## src/rtl/quest.sv

```systemverilog
// quest: free-running counter + Galois LFSR pattern source with lane compare flag.
// Optional QUEST_SATURATE_EN: counter saturates at all-ones instead of wrapping.
module quest #(
    parameter int         CNT_W     = 32,
    parameter logic [7:0] LFSR_SEED = 8'hA5,
    parameter logic [7:0] LFSR_TAPS = 8'hB8
) (
    input  logic             clk,
    input  logic             rst,
    output logic [7:0]       A,
    output logic [7:0]       B,
    output logic [7:0]       C,
    output logic [7:0]       D,
    output logic             out,
    output logic [CNT_W-1:0] counter_value
);

    // An all-zero seed would lock the LFSR, so it is replaced by 1.
    localparam logic [7:0] SEED = (LFSR_SEED == 8'h00) ? 8'h01 : LFSR_SEED;

    logic [CNT_W-1:0] cnt;
    logic [CNT_W-1:0] cnt_next;
    logic [7:0]       lfsr;
    logic [7:0]       lfsr_next;
    logic [15:0]      cnt_lo;
    logic [8:0]       sum_ab;
    logic [8:0]       sum_cd;
    logic             gt;

    if (CNT_W >= 16) begin : g_wide
        assign cnt_lo = cnt[15:0];
    end else begin : g_narrow
        assign cnt_lo = {{(16-CNT_W){1'b0}}, cnt};
    end

    always_comb begin
`ifdef QUEST_SATURATE_EN
        cnt_next = (cnt == '1) ? cnt : cnt + CNT_W'(1);
`else
        cnt_next = cnt + CNT_W'(1);
`endif
    end

    always_comb begin
        lfsr_next = (lfsr >> 1) ^ (lfsr[0] ? LFSR_TAPS : 8'h00);
    end

    assign A = cnt_lo[7:0];
    assign B = cnt_lo[15:8];
    assign C = lfsr;
    assign D = A ^ C;

    // Nine-bit sums keep the carry, so the compare never truncates.
    assign sum_ab = {1'b0, A} + {1'b0, B};
    assign sum_cd = {1'b0, C} + {1'b0, D};
    assign gt     = sum_ab > sum_cd;

    always_ff @(posedge clk) begin
        if (!rst) begin
            cnt  <= '0;
            lfsr <= SEED;
            out  <= 1'b0;
        end else begin
            cnt  <= cnt_next;
            lfsr <= lfsr_next;
            out  <= gt;
        end
    end

    assign counter_value = cnt;

endmodule

```

## config.mk

```make
export PLATFORM = sky130hd
export DESIGN_NAME = quest
export DESIGN_NICKNAME = d
export VERILOG_FILES = /design/src/rtl/quest.sv
export SDC_FILE = /design/constraint.sdc
export NUM_CORES = 1
export LEC_CHECK = 0
export BUFFER_PORTS_ARGS = -buffer_cell sky130_fd_sc_hd__buf_2
export CORE_MARGIN = 2
export CORE_UTILIZATION = 54
export DETAILED_ROUTE_END_ITERATION = 8
export PLACE_DENSITY = 0.8
export RECOVER_POWER = 50
export SYNTH_ARGS = -nofsm -noshare
export SYNTH_HDL_FRONTEND = slang
export SYNTH_SLANG_ARGS = --single-unit
```

## constraint.sdc

```tcl
create_clock -name clk -period 3.49 [get_ports clk]
set_input_delay 0.1745 -clock clk [delete_from_list [all_inputs] [get_ports clk]]
set_output_delay 0.1745 -clock clk [all_outputs]
set_load 0.05 [all_outputs]
```

==> results.md, run 1 <==
- Final setup violation count: 0
- Die height: 75.51 µm
- Mapped Cells: 307
- Global-route wire length before repair: between 8000 and 9000 µm
- Post-route minimum period: 3.083 ns
- Post-route clock period utilization: 0.8833
- Library cells used by synthesis: 37
- RSZ-0062 raised after global routing: false
- P_leak: 1.352 nW
- Worst Path Arrival: 3.32 ns
- First-pass DRT Iterations: 4
- Pins Over Slew Limit: 0
- Synth Register Bits: 41
- Syn-to-layout area delta: 9.742%
- Number of remaining DRC errors: 0
- # diodes: 0
- Hold path cells: 1
- Overall die width: 75.51 µm
- Vias in the first global route: 1873
- Normalized max-slew margin: 0.08321
- Core area: 5010 µm²
- Worst setup EP type: flop
- Worst Hold Launch: C[2]$_SDFF_PN1_
- Initial Util: 0.5512
- CTS buffer count: 5
- CTS root buffer: clkbuf_8
- Fraction of layout instances using a drive strength above 1: 0.1190
- Startpoint Class: flop
- Total number of vias: 2192
- Post-DP HPWL: 4103 µm
- Largest net degree at the start of global routing: 42
- Post-CTS Setup Inserts: 0
- Aggregate negative setup slack: 0 ns
- Worst vdd ir: between 0.2 and 0.3 mV
- I/O pins: 67
- DP Worst Slack: 0.4593 ns
- GR Util All Layers: 0.2033
- Max-Cap Viols: 0
- DR WL/cell: 13.51 µm
- Clock sink count: 41
- Critical Path Source: counter_value[0]$_SDFF_PN0_
- Crit Path Category: flop to flop
- Row cnt: 26
- Crit path max fanout: 8
- Die area: 5702 µm²
- Pwr dens: 353.1 nW/µm²
- Sequential share of the synthesized area: 0.2972
- CTS tree: done
- Post-synthesis area per instance: 8.995 µm²
- Synthesized Nets: around 340
- Latest clock arrival within the worst-skew pair: 0.30 ns
- Grt ovf: 0
- Maximum clock frequency: 324.4 MHz
- FF-to-FF setup slack: 0.41 ns
- CTS H-tree depth: 2
- Worst r2r dst: out$_SDFF_PN0_
- PnR worst setup slack: slightly above 0.4 ns
- Clock Pin Slew Worst Setup and Hold Paths: about 0.08 ns
- Hold endpoint: C[1]$_SDFF_PN0_
- Reg2reg path depth: 13
- Cell Area, Synth: 2761 µm²
- Bufs on Longest Clock Path: 2
- GP Congestion: 0.8352
- Vias/cell: approximately 5.2
- Post_cts resized: 0
- Hold_buf cts: 0
- Post-DRT Antenna Nets: 0
- Yosys warns: 0
- NumNets Final: 380
- Worst hold path type: flop to flop
- Fin. Hold Viols: 0
- Initial antenna violation count: 0
- Critical R2R Launch: counter_value[0]$_SDFF_PN0_
- Required @ worst endpoint: between 3 and 4 ns
- Post-Route WL: ~5700 µm
- Max Clock Skew: 0.007711 ns
- Outcome: completed
- Number of DRC markers in iteration 0: about 70
- Port Buffers: between 60 and 70
- Worst-Margin Slew: 1.375 ns
## cells in the mapped netlist (all sizes together)
cell	n	area, µm²
a211oi	3	22.52
a21boi	3	22.52
a21o	2	15.01
a21oi	7	35.03
a31oi	1	6.260
and2	35	219.0
and3	6	37.54
and4	4	35.03
buf	22	162.7
clkbuf	7	27.52
dfxtp	41	820.8
fa	1	20.02
ha	25	312.8
inv	16	60.06
mux2i	3	30.03
nand2	16	60.06
nand2b	3	18.77
nand3	12	72.57
nand4	9	86.33
nor2	9	33.78
nor2b	3	18.77
nor3	7	35.03
nor4	4	55.05
o211ai	1	7.510
o21ai	7	35.03
o311ai	1	8.760
o31ai	3	22.52
or2	2	12.51
or3	3	21.27
xnor2	36	315.3
xor2	15	131.4
## layout by cell type, fill, tap and decap left out, types with 2 or more instances in the layout
| cell type | Yosys | final |
|---|---|---|
| a211oi_1 | 3 | 3 |
| a21boi_0 | 3 | 3 |
| a21o_1 | 2 | 2 |
| a21oi_1 | 7 | 7 |
| and2_0 | 0 | 4 |
| and2_1 | 35 | 31 |
| and3_1 | 6 | 6 |
| and4_1 | 4 | 4 |
| buf_2 | 1 | 24 |
| clkbuf_1 | 6 | 42 |
| clkbuf_8 | 0 | 5 |
| clkinv_2 | 0 | 2 |
| dfxtp_1 | 41 | 41 |
| ha_1 | 25 | 25 |
| inv_1 | 16 | 16 |
| mux2i_1 | 3 | 3 |
| nand2_1 | 16 | 16 |
| nand2b_1 | 3 | 3 |
| nand3_1 | 11 | 11 |
| nand4_1 | 7 | 7 |
| nand4_4 | 2 | 2 |
| nor2_1 | 9 | 9 |
| nor2b_1 | 3 | 3 |
| nor3_1 | 7 | 7 |
| nor4_1 | 2 | 2 |
| nor4_4 | 2 | 2 |
| o21ai_0 | 7 | 7 |
| o31ai_1 | 3 | 3 |
| or2_2 | 2 | 2 |
| or3_2 | 2 | 2 |
| xnor2_1 | 36 | 36 |
| xor2_1 | 15 | 15 |
## per-layer routing
metal,share of wire,vias up,track usage,routed length [µm]
met5,0,-,0,0
met4,0.016,0,0.06628,93
met3,0.058,8,0.04497,331
met2,0.46,68,0.3314,2634
met1,0.46,1004,0.2676,2654
li1,-,1112,-,-
## flip-flops by register name (all words and copies together), names as in the netlist
| signal | cells |
|---|---|
| counter_value | 32 |
| out | 1 |
| C | 8 |
## kinds of logic after synthesis
logic type | Yosys count | synth area share
fa+ha+maj | 26 | 0.1205
compound gates | 28 | 0.06343
simple gates | 113 | 0.2555
mux | 3 | 0.01087
xor+xnor | 51 | 0.1618
flops | 41 | 0.2972
buf+inv | 45 | 0.09062
## critical path: stages, from the launching register on
cell      delay, ns
dfxtp_1        0.40
ha_1           0.27
fa_1           0.41
a21o_1         0.18
a21oi_1        0.21
o21ai_0        0.16
nor4_1         0.18
nor3_1         0.10
ha_1           0.30
nand4_1        0.16
nor4_1         0.31
nor2_1         0.07
o211ai_1       0.10
and3_1         0.17
## final cells by class
type,instances,area (µm²)
Sequential cell,41,820.8
Clock buffer,5,68.82
Inverter,16,60.06
Tap cell,70,87.58
Timing Repair Buffer,67,285.3
Fill cell,482,1979
Clock inverter,3,17.52
Multi-Input combinational cell,221,1690
## worst max path at each step
stage / slack [ns] / end / cells past startpoint
floorplan: 0.48 / out$_SDFF_PN0_ / 13
global placement: 0.62 / out$_SDFF_PN0_ / 13
detailed placement: 0.46 / out$_SDFF_PN0_ / 13
CTS: 0.41 / out$_SDFF_PN0_ / 13
global route: 0.12 / out$_SDFF_PN0_ / 13
finish: 0.41 / out$_SDFF_PN0_ / 13
## power by group
group | total [mW] | switching, mW | internal [mW]
Sequential | 0.502 | 0.0227 | 0.479
Clock | 0.308 | 0.170 | 0.138
Combinational | 0.260 | 0.177 | 0.0829
Total | 1.07 | 0.370 | 0.700
## metrics by stage
| step | total power, mW | std cells | hold slack [ns] | instance area (µm²) | util |
|---|---|---|---|---|---|
| floorplan | 0.7285 | 307 | 0.2482 | 2761 | - |
| global placement | 0.7657 | 415 | 0.5216 | 2997 | 0.5982 |
| detailed placement | 0.7727 | 415 | 0.5336 | 2997 | 0.5982 |
| CTS | 1.084 | 423 | 0.3285 | 3083 | 0.6154 |
| global route | 1.123 | 423 | 0.5669 | 3030 | 0.6049 |
| finish | 1.070 | 423 | 0.5425 | 3030 | 0.6049 |
(Power assumes the default switching activity.)
==> run 2: changes to the inputs <==
--- a/config.mk
+++ b/config.mk
@@ -9,7 +9,7 @@
 export CORE_MARGIN = 2
 export CORE_UTILIZATION = 54
 export DETAILED_ROUTE_END_ITERATION = 8
-export PLACE_DENSITY = 0.8
+export PLACE_DENSITY_LB_ADDON = 0.05
 export RECOVER_POWER = 50
 export SYNTH_ARGS = -nofsm -noshare
 export SYNTH_HDL_FRONTEND = slang
==> constraint.sdc (replaced) <==
create_clock -name clk -period 3.1 [get_ports clk]
set_input_delay 0.155 -clock clk [delete_from_list [all_inputs] [get_ports clk]]
set_output_delay 0.155 -clock clk [all_outputs]
set_load 0.05 [all_outputs]
==> results.md, run 2 (synthesis gave the netlist of run 1 again) <==
- Post-route minimum period: 2.887 ns (was 3.083 ns)
- Worst vdd ir: 0.2664 mV (was 0.2615 mV)
- Normalized max-slew margin: 0.1084 (was 0.08321)
- Commonest non-fill, non-tap cell in the layout: clkbuf_1 (unchanged)
- Reg power frac: 0.427 (was 0.469)
- Initial Util: 0.5512 (unchanged)
- Reg2reg path depth: 13 (unchanged)
- Pins Over Slew Limit: 0 (unchanged)
- Sw Share: 0.3194 (was 0.3459)
- Worst-Margin Slew: 1.337 ns (was 1.375 ns)
- Int Power: 896.0 µW (was 699.8 µW)
- Outcome: completed (unchanged)
- Worst Path Arrival: 3.13 ns (was 3.32 ns)
- Final Power: 1.316 mW (was 1.070 mW)
- Aggregate negative setup slack: 0 ns (unchanged)
- DR WL/cell: 13.22 µm (was 13.51 µm)
- Fraction of layout instances using a drive strength above 1: 0.1468 (was 0.1190)
- Worst hold path type: flop to flop (unchanged)
- Max Clock Skew: 0.004460 ns (was 0.007711 ns)
- Met1 Wirelength: 2853 µm (was 2654 µm)
- FF-to-FF setup slack: 0.21 ns (was 0.41 ns)
- CTS tree: done (unchanged)
- Crit path max fanout: 3 (was 8)
- Core area: 5010 µm² (unchanged)
- Final setup violation count: 0 (unchanged)
- Largest register FFs: 32 (unchanged)
- Fillers: 497 (was 482)
- Crit Path Category: flop to flop (unchanged)
- Critical R2R Launch: counter_value[0]$_SDFF_PN0_ (unchanged)
- Required @ worst endpoint: 3.34 ns (was 3.72 ns)
- Post-DRT Antenna Nets: 0 (unchanged)
- Critical path depth in cells: 13 (unchanged)
- Die height: 75.51 µm (unchanged)
- Bufs on Longest Clock Path: 2 (unchanged)
- Worst r2r dst: out$_SDFF_PN0_ (unchanged)
- RSZ-0062 raised after global routing: false (unchanged)
- Maximum clock frequency: 346.4 MHz (was 324.4 MHz)
- I/O pins: 67 (unchanged)
- Row cnt: 26 (unchanged)
- CTS H-tree depth: 2 (unchanged)
- Initial antenna violation count: 0 (unchanged)
- GP Congestion: 0.8460 (was 0.8352)
- Post-route clock period utilization: 0.9313 (was 0.8833)
- Worst setup EP type: flop (unchanged)
- Max-Cap Viols: 0 (unchanged)
- Worst path max stage delay: 0.36 ns (was 0.41 ns)
- Hold slack final: 0.5476 ns (was 0.5425 ns)
- Syn-to-layout area delta: 13.41% (was 9.742%)
- Fin. Hold Viols: 0 (unchanged)
- Hold path cells: 1 (unchanged)
- NumNets Final: 388 (was 380)
- Comb pwr share: 0.224 (was 0.243)
- GR Util All Layers: 0.2108 (was 0.2033)
- Met3 wire len: 208 µm (was 331 µm)
- Number of DRC markers in iteration 0: 91 (was 72)
- Port Buffers: 66 (unchanged)
- Clock Pin Slew Worst Setup and Hold Paths: 0.08 ns (about the same)
- CTS root buffer: clkbuf_8 (unchanged)
- CTS buffer count: 5 (unchanged)
- Highest-delay cell along the critical path: fa_2 (was fa_1)
- Clk pwr share: 0.349 (was 0.288)
- Largest delay share family, worst path: simple AND/OR/NAND/NOR gates (unchanged)
- Post-DP HPWL: 4252 µm (was 4103 µm)
- Highest routed metal layer: met4 (unchanged)
- Total number of vias: 2170 (was 2192)
- # diodes: 0 (unchanged)
- Core Util, Final: 0.6251 (was 0.6049)
- First-pass DRT Iterations: 4 (unchanged)
- Post-Route WL: 5696 µm (was 5714 µm)
- Grt ovf: 0 (unchanged)
- Vias/cell: 5.035 (was 5.182)
- Die area: 5702 µm² (unchanged)
- Largest net degree at the start of global routing: 42 (unchanged)
- Global-route wire length before repair: 9101 µm (was 8845 µm)
- Pwr dens: 420.3 nW/µm² (was 353.1 nW/µm²)
- Met2 WL: 2559 µm (was 2634 µm)
- Overall die width: 75.51 µm (unchanged)
- Latest clock arrival within the worst-skew pair: 0.30 ns (about the same)
- Switching power: 420.4 µW (was 370.1 µW)
- Post-CTS Setup Inserts: 0 (unchanged)
- Number of remaining DRC errors: 0 (unchanged)
- Vias in the first global route: 1896 (was 1873)
- Most frequent cells in the layout: 42 x clkbuf_1, 40 x dfxtp_1, 36 x xnor2_1 (was 42 x clkbuf_1, 41 x dfxtp_1, 36 x xnor2_1)
- Startpoint Class: flop (unchanged)
- Buf/Inv on CP: 0 (unchanged)
- Worst Hold Launch: C[2]$_SDFF_PN1_ (unchanged)
- P_leak: 1.410 nW (was 1.352 nW)
- Clock sink count: 41 (unchanged)
- Crit-path cells: ha_1 -> fa_2 -> a21o_1 -> a21oi_2 -> o21ai_0 -> nor4_1 -> nor3_1 -> ha_1 -> nand4_1 -> nor4_1 -> nor2_1 -> o211ai_1 -> and3_1 (was ha_1 -> fa_1 -> a21o_1 -> a21oi_1 -> o21ai_0 -> nor4_1 -> nor3_1 -> ha_1 -> nand4_1 -> nor4_1 -> nor2_1 -> o211ai_1 -> and3_1)
- Hold endpoint: C[1]$_SDFF_PN0_ (unchanged)
==> run 2: cell count changes in the layout (fill, tap and decap cells not counted), moves of 2 or more <==
| cell | change |
|---|---|
| clkinv_2 | -2 |
| buf_4 | +8 |
| and2_1 | +3 |
| and2_0 | -3 |
==> run 2: area by class of cell <==
type | count | area, µm² | share of cell area
multi-input cells | 221 | 1697 | 0.5418
inverters | 16 | 60.06 | 0.01918
well taps | 70 | 87.58 | 0.02797
clock inverters | 2 | 37.54 | 0.01199
clock buffers | 6 | 82.58 | 0.02637
repair buffers | 75 | 345.3 | 0.1103
flip-flops and latches | 41 | 822.0 | 0.2625
==> run 2: per-layer routing <==
layer / up-vias / track usage
met4: 0 / 0.06433
li1: 1121 / -
met3: 7 / 0.02778
met1: 993 / 0.3015
met5: - / 0
met2: 49 / 0.3314
==> run 2: repair_timing <==
action / in CTS / in global routing
hold buffers: 0 / 0
endpoints found under the hold margin: 0 / 0
gates resized for setup: 0 / 3
endpoints found under the setup margin: 0 / 1
==> run 2: how the worst max path moves through the flow <==
stage                                      from  slack, ns             end
floorplan           counter_value[0]$_SDFF_PN0_       0.09  out$_SDFF_PN0_
global placement    counter_value[1]$_SDFF_PN0_       0.29  out$_SDFF_PN0_
detailed placement  counter_value[1]$_SDFF_PN0_       0.21  out$_SDFF_PN0_
CTS                 counter_value[1]$_SDFF_PN0_       0.19  out$_SDFF_PN0_
global route        counter_value[0]$_SDFF_PN0_       0.01  out$_SDFF_PN0_
finish              counter_value[0]$_SDFF_PN0_       0.21  out$_SDFF_PN0_
==> run 2: power groups by stage <==
stage | sequential, mW | combinational (mW) | clock (mW)
final | 0.562 | 0.295 | 0.460
after global routing | 0.565 | 0.324 | 0.489
after CTS | 0.561 | 0.300 | 0.472
after detailed placement | 0.573 | 0.298 | 0
after global placement | 0.573 | 0.298 | 0
after floorplan | 0.593 | 0.227 | 0
==> run 2: per-stage QoR <==
stage	cell area, µm²	setup WS, ns	std cells
2_1_floorplan	2761	0.09428	307
3_3_place_gp	3057	0.2888	423
3_5_place_dp	3057	0.2058	423
4_1_cts	3177	0.1883	431
5_1_grt	3132	0.01245	431
6_report	3132	0.2129	431
==> run 3: changes to the inputs <==
--- a/config.mk
+++ b/config.mk
@@ -5,7 +5,7 @@
 export SDC_FILE = /design/constraint.sdc
 export NUM_CORES = 1
 export LEC_CHECK = 0
-export BUFFER_PORTS_ARGS = -buffer_cell sky130_fd_sc_hd__buf_2
+export BUFFER_PORTS_ARGS = -buffer_cell sky130_fd_sc_hd__buf_4
 export CORE_MARGIN = 2
 export CORE_UTILIZATION = 54
 export DETAILED_ROUTE_END_ITERATION = 8
==> results.md, run 3 (synthesis gave the netlist of run 1 again) <==
- Number of DRC markers in iteration 0: 99 (was 91)
- Core Util, Final: 0.6484 (was 0.6251)
- Pwr dens: 409.0 nW/µm² (was 420.3 nW/µm²)
- Fin. Hold Viols: 0 (unchanged)
- Max Clock Skew: 0.008157 ns (was 0.004460 ns)
- Max-Cap Viols: 0 (unchanged)
- CTS buffer count: 5 (unchanged)
- Vias/cell: 5.126 (was 5.035)
- Comb pwr share: 0.246 (was 0.224)
- Post-DP HPWL: 4454 µm (was 4252 µm)
- Reg power frac: 0.420 (was 0.427)
- Post-DRT Antenna Nets: 0 (unchanged)
- I/O pins: 67 (unchanged)
- Required @ worst endpoint: 3.30 ns (was 3.34 ns)
- P_leak: 1.429 nW (was 1.410 nW)
- Bufs on Longest Clock Path: 2 (unchanged)
- Post-route clock period utilization: 0.9337 (was 0.9313)
- Aggregate negative setup slack: 0 ns (unchanged)
- Outcome: completed (unchanged)
- Final setup violation count: 0 (unchanged)
- Largest net degree at the start of global routing: 42 (unchanged)
- Grt ovf: 0 (unchanged)
- Die height: 75.51 µm (unchanged)
- Initial Util: 0.5512 (unchanged)
- Largest register FFs: 32 (unchanged)
- Worst-Margin Slew: 0.6259 ns (was 1.337 ns)
- DR WL/cell: 13.64 µm (was 13.22 µm)
- Global-route wire length before repair: 9446 µm (was 9101 µm)
- PnR worst setup slack: 0.2054 ns (was 0.2129 ns)
- Worst setup EP type: flop (unchanged)
- Maximum clock frequency: 345.5 MHz (was 346.4 MHz)
- Worst Path Arrival: 3.10 ns (was 3.13 ns)
- GP Congestion: 0.8915 (was 0.8460)
- Overall die width: 75.51 µm (unchanged)
- CTS tree: done (unchanged)
- Final Power: 1.328 mW (was 1.316 mW)
- Crit path max fanout: 2 (was 3)
- NumNets Final: 392 (was 388)
- Commonest non-fill, non-tap cell in the layout: clkbuf_1 (unchanged)
- Port Buffers: 66 (unchanged)
- Most frequent cells in the layout: 44 x clkbuf_1, 41 x dfxtp_1, 36 x xnor2_1 (was 42 x clkbuf_1, 40 x dfxtp_1, 36 x xnor2_1)
- Initial antenna violation count: 0 (unchanged)
- Die area: 5702 µm² (unchanged)
- Clk pwr share: 0.334 (was 0.349)
- Clock sink count: 41 (unchanged)
- Reg2reg path depth: 13 (unchanged)
- First-pass DRT Iterations: 4 (unchanged)
- Int Power: 890.8 µW (was 896.0 µW)
- Worst hold path type: input pin to flop (was flop to flop)
- Core area: 5010 µm² (unchanged)
- Switching power: 437.6 µW (was 420.4 µW)
- Pins Over Slew Limit: 0 (unchanged)
- Highest routed metal layer: met4 (unchanged)
- Hold path cells: 2 (was 1)
- # diodes: 0 (unchanged)
- Met1 Wirelength: 2873 µm (was 2853 µm)
- FF-to-FF setup slack: 0.21 ns (about the same)
- Met3 wire len: 291 µm (was 208 µm)
- Sw Share: 0.3294 (was 0.3194)
- Fraction of layout instances using a drive strength above 1: 0.1644 (was 0.1468)
- Number of remaining DRC errors: 0 (unchanged)
- Latest clock arrival within the worst-skew pair: 0.30 ns (about the same)
- Syn-to-layout area delta: 17.63% (was 13.41%)
- CTS root buffer: clkbuf_8 (unchanged)
- Met2 WL: 2707 µm (was 2559 µm)
- GR Util All Layers: 0.2175 (was 0.2108)
- Post-Route WL: 5935 µm (was 5696 µm)
- Clock Pin Slew Worst Setup and Hold Paths: 0.09 ns (was 0.08 ns)
- Row cnt: 26 (unchanged)
- Crit Path Category: flop to flop (unchanged)
- Total number of vias: 2230 (was 2170)
- Post-route minimum period: 2.895 ns (was 2.887 ns)
- Normalized max-slew margin: 0.5796 (was 0.1084)
- Startpoint Class: flop (unchanged)
- DP Worst Slack: 0.2179 ns (was 0.2058 ns)
- Worst vdd ir: 0.3078 mV (was 0.2664 mV)
- Vias in the first global route: 1963 (was 1896)
- CTS H-tree depth: 2 (unchanged)
-- run 3: cell types whose count changed in the layout (fill, tap and decap cells not counted), sizes merged --
cell	delta
buf	+2
clkbuf	+1
clkinv	+1
-- run 3: layer usage --
layer,vias up,global-route usage
met5,-,0
met1,1033,0.3037
met3,6,0.04497
li1,1133,-
met4,0,0.05263
met2,58,0.3449
-- run 3: what timing repair did --
item,in CTS,in global routing
gates resized for setup,0,10
setup endpoints to repair,0,1
buffers inserted,0,1
hold buffers,0,0
-- run 3: cell type report --
type	instances	area, µm²
fill	523	1762
multi-input combinational	221	1737
sequential	41	820.8
timing repair buffer	79	427.9
tap	70	87.58
clock buffer	5	68.82
inverter	16	60.06
clock inverter	3	46.29
-- run 3: path summary, 6_finish.rpt --
| kind | start | to |
|---|---|---|
| worst min-delay path | rst | C[5]$_SDFF_PN1_ |
| worst max-delay path | counter_value[0]$_SDFF_PN0_ | out$_SDFF_PN0_ |
| worst max register to register | counter_value[0]$_SDFF_PN0_ | out$_SDFF_PN0_ |
| worst min register to register | C[2]$_SDFF_PN1_ | C[1]$_SDFF_PN0_ |
-- run 3: power by group through the flow --
stage | sequential [mW] | combinational [mW] | clock, mW
3_3_place_gp | 0.570 | 0.319 | 0
6_report | 0.558 | 0.326 | 0.443
3_5_place_dp | 0.571 | 0.323 | 0
4_1_cts | 0.558 | 0.324 | 0.453
5_1_grt | 0.562 | 0.356 | 0.475
2_1_floorplan | 0.593 | 0.227 | 0
-- run 3: per-stage QoR --
stage               std cells  hold slack, ns  instance area (µm²)
global placement          426          0.5060                 3244
detailed placement        426          0.5133                 3244
floorplan                 307          0.2287                 2761
CTS                       434          0.1936                 3359
finish                    435          0.1957                 3248
global route              435          0.2381                 3248
-- run 3: critical path: stages (launching register included) --
cell and delay, ns:
dfxtp_1 0.32, ha_1 0.22, fa_1 0.41, a21o_1 0.19, a21oi_2 0.16, o21ai_1 0.11, nor4_1 0.24, nor3_1 0.10
ha_1 0.31, nand4_1 0.15, buf_4 0.19, nor3_1 0.17, nand2_1 0.07, and3_1 0.17
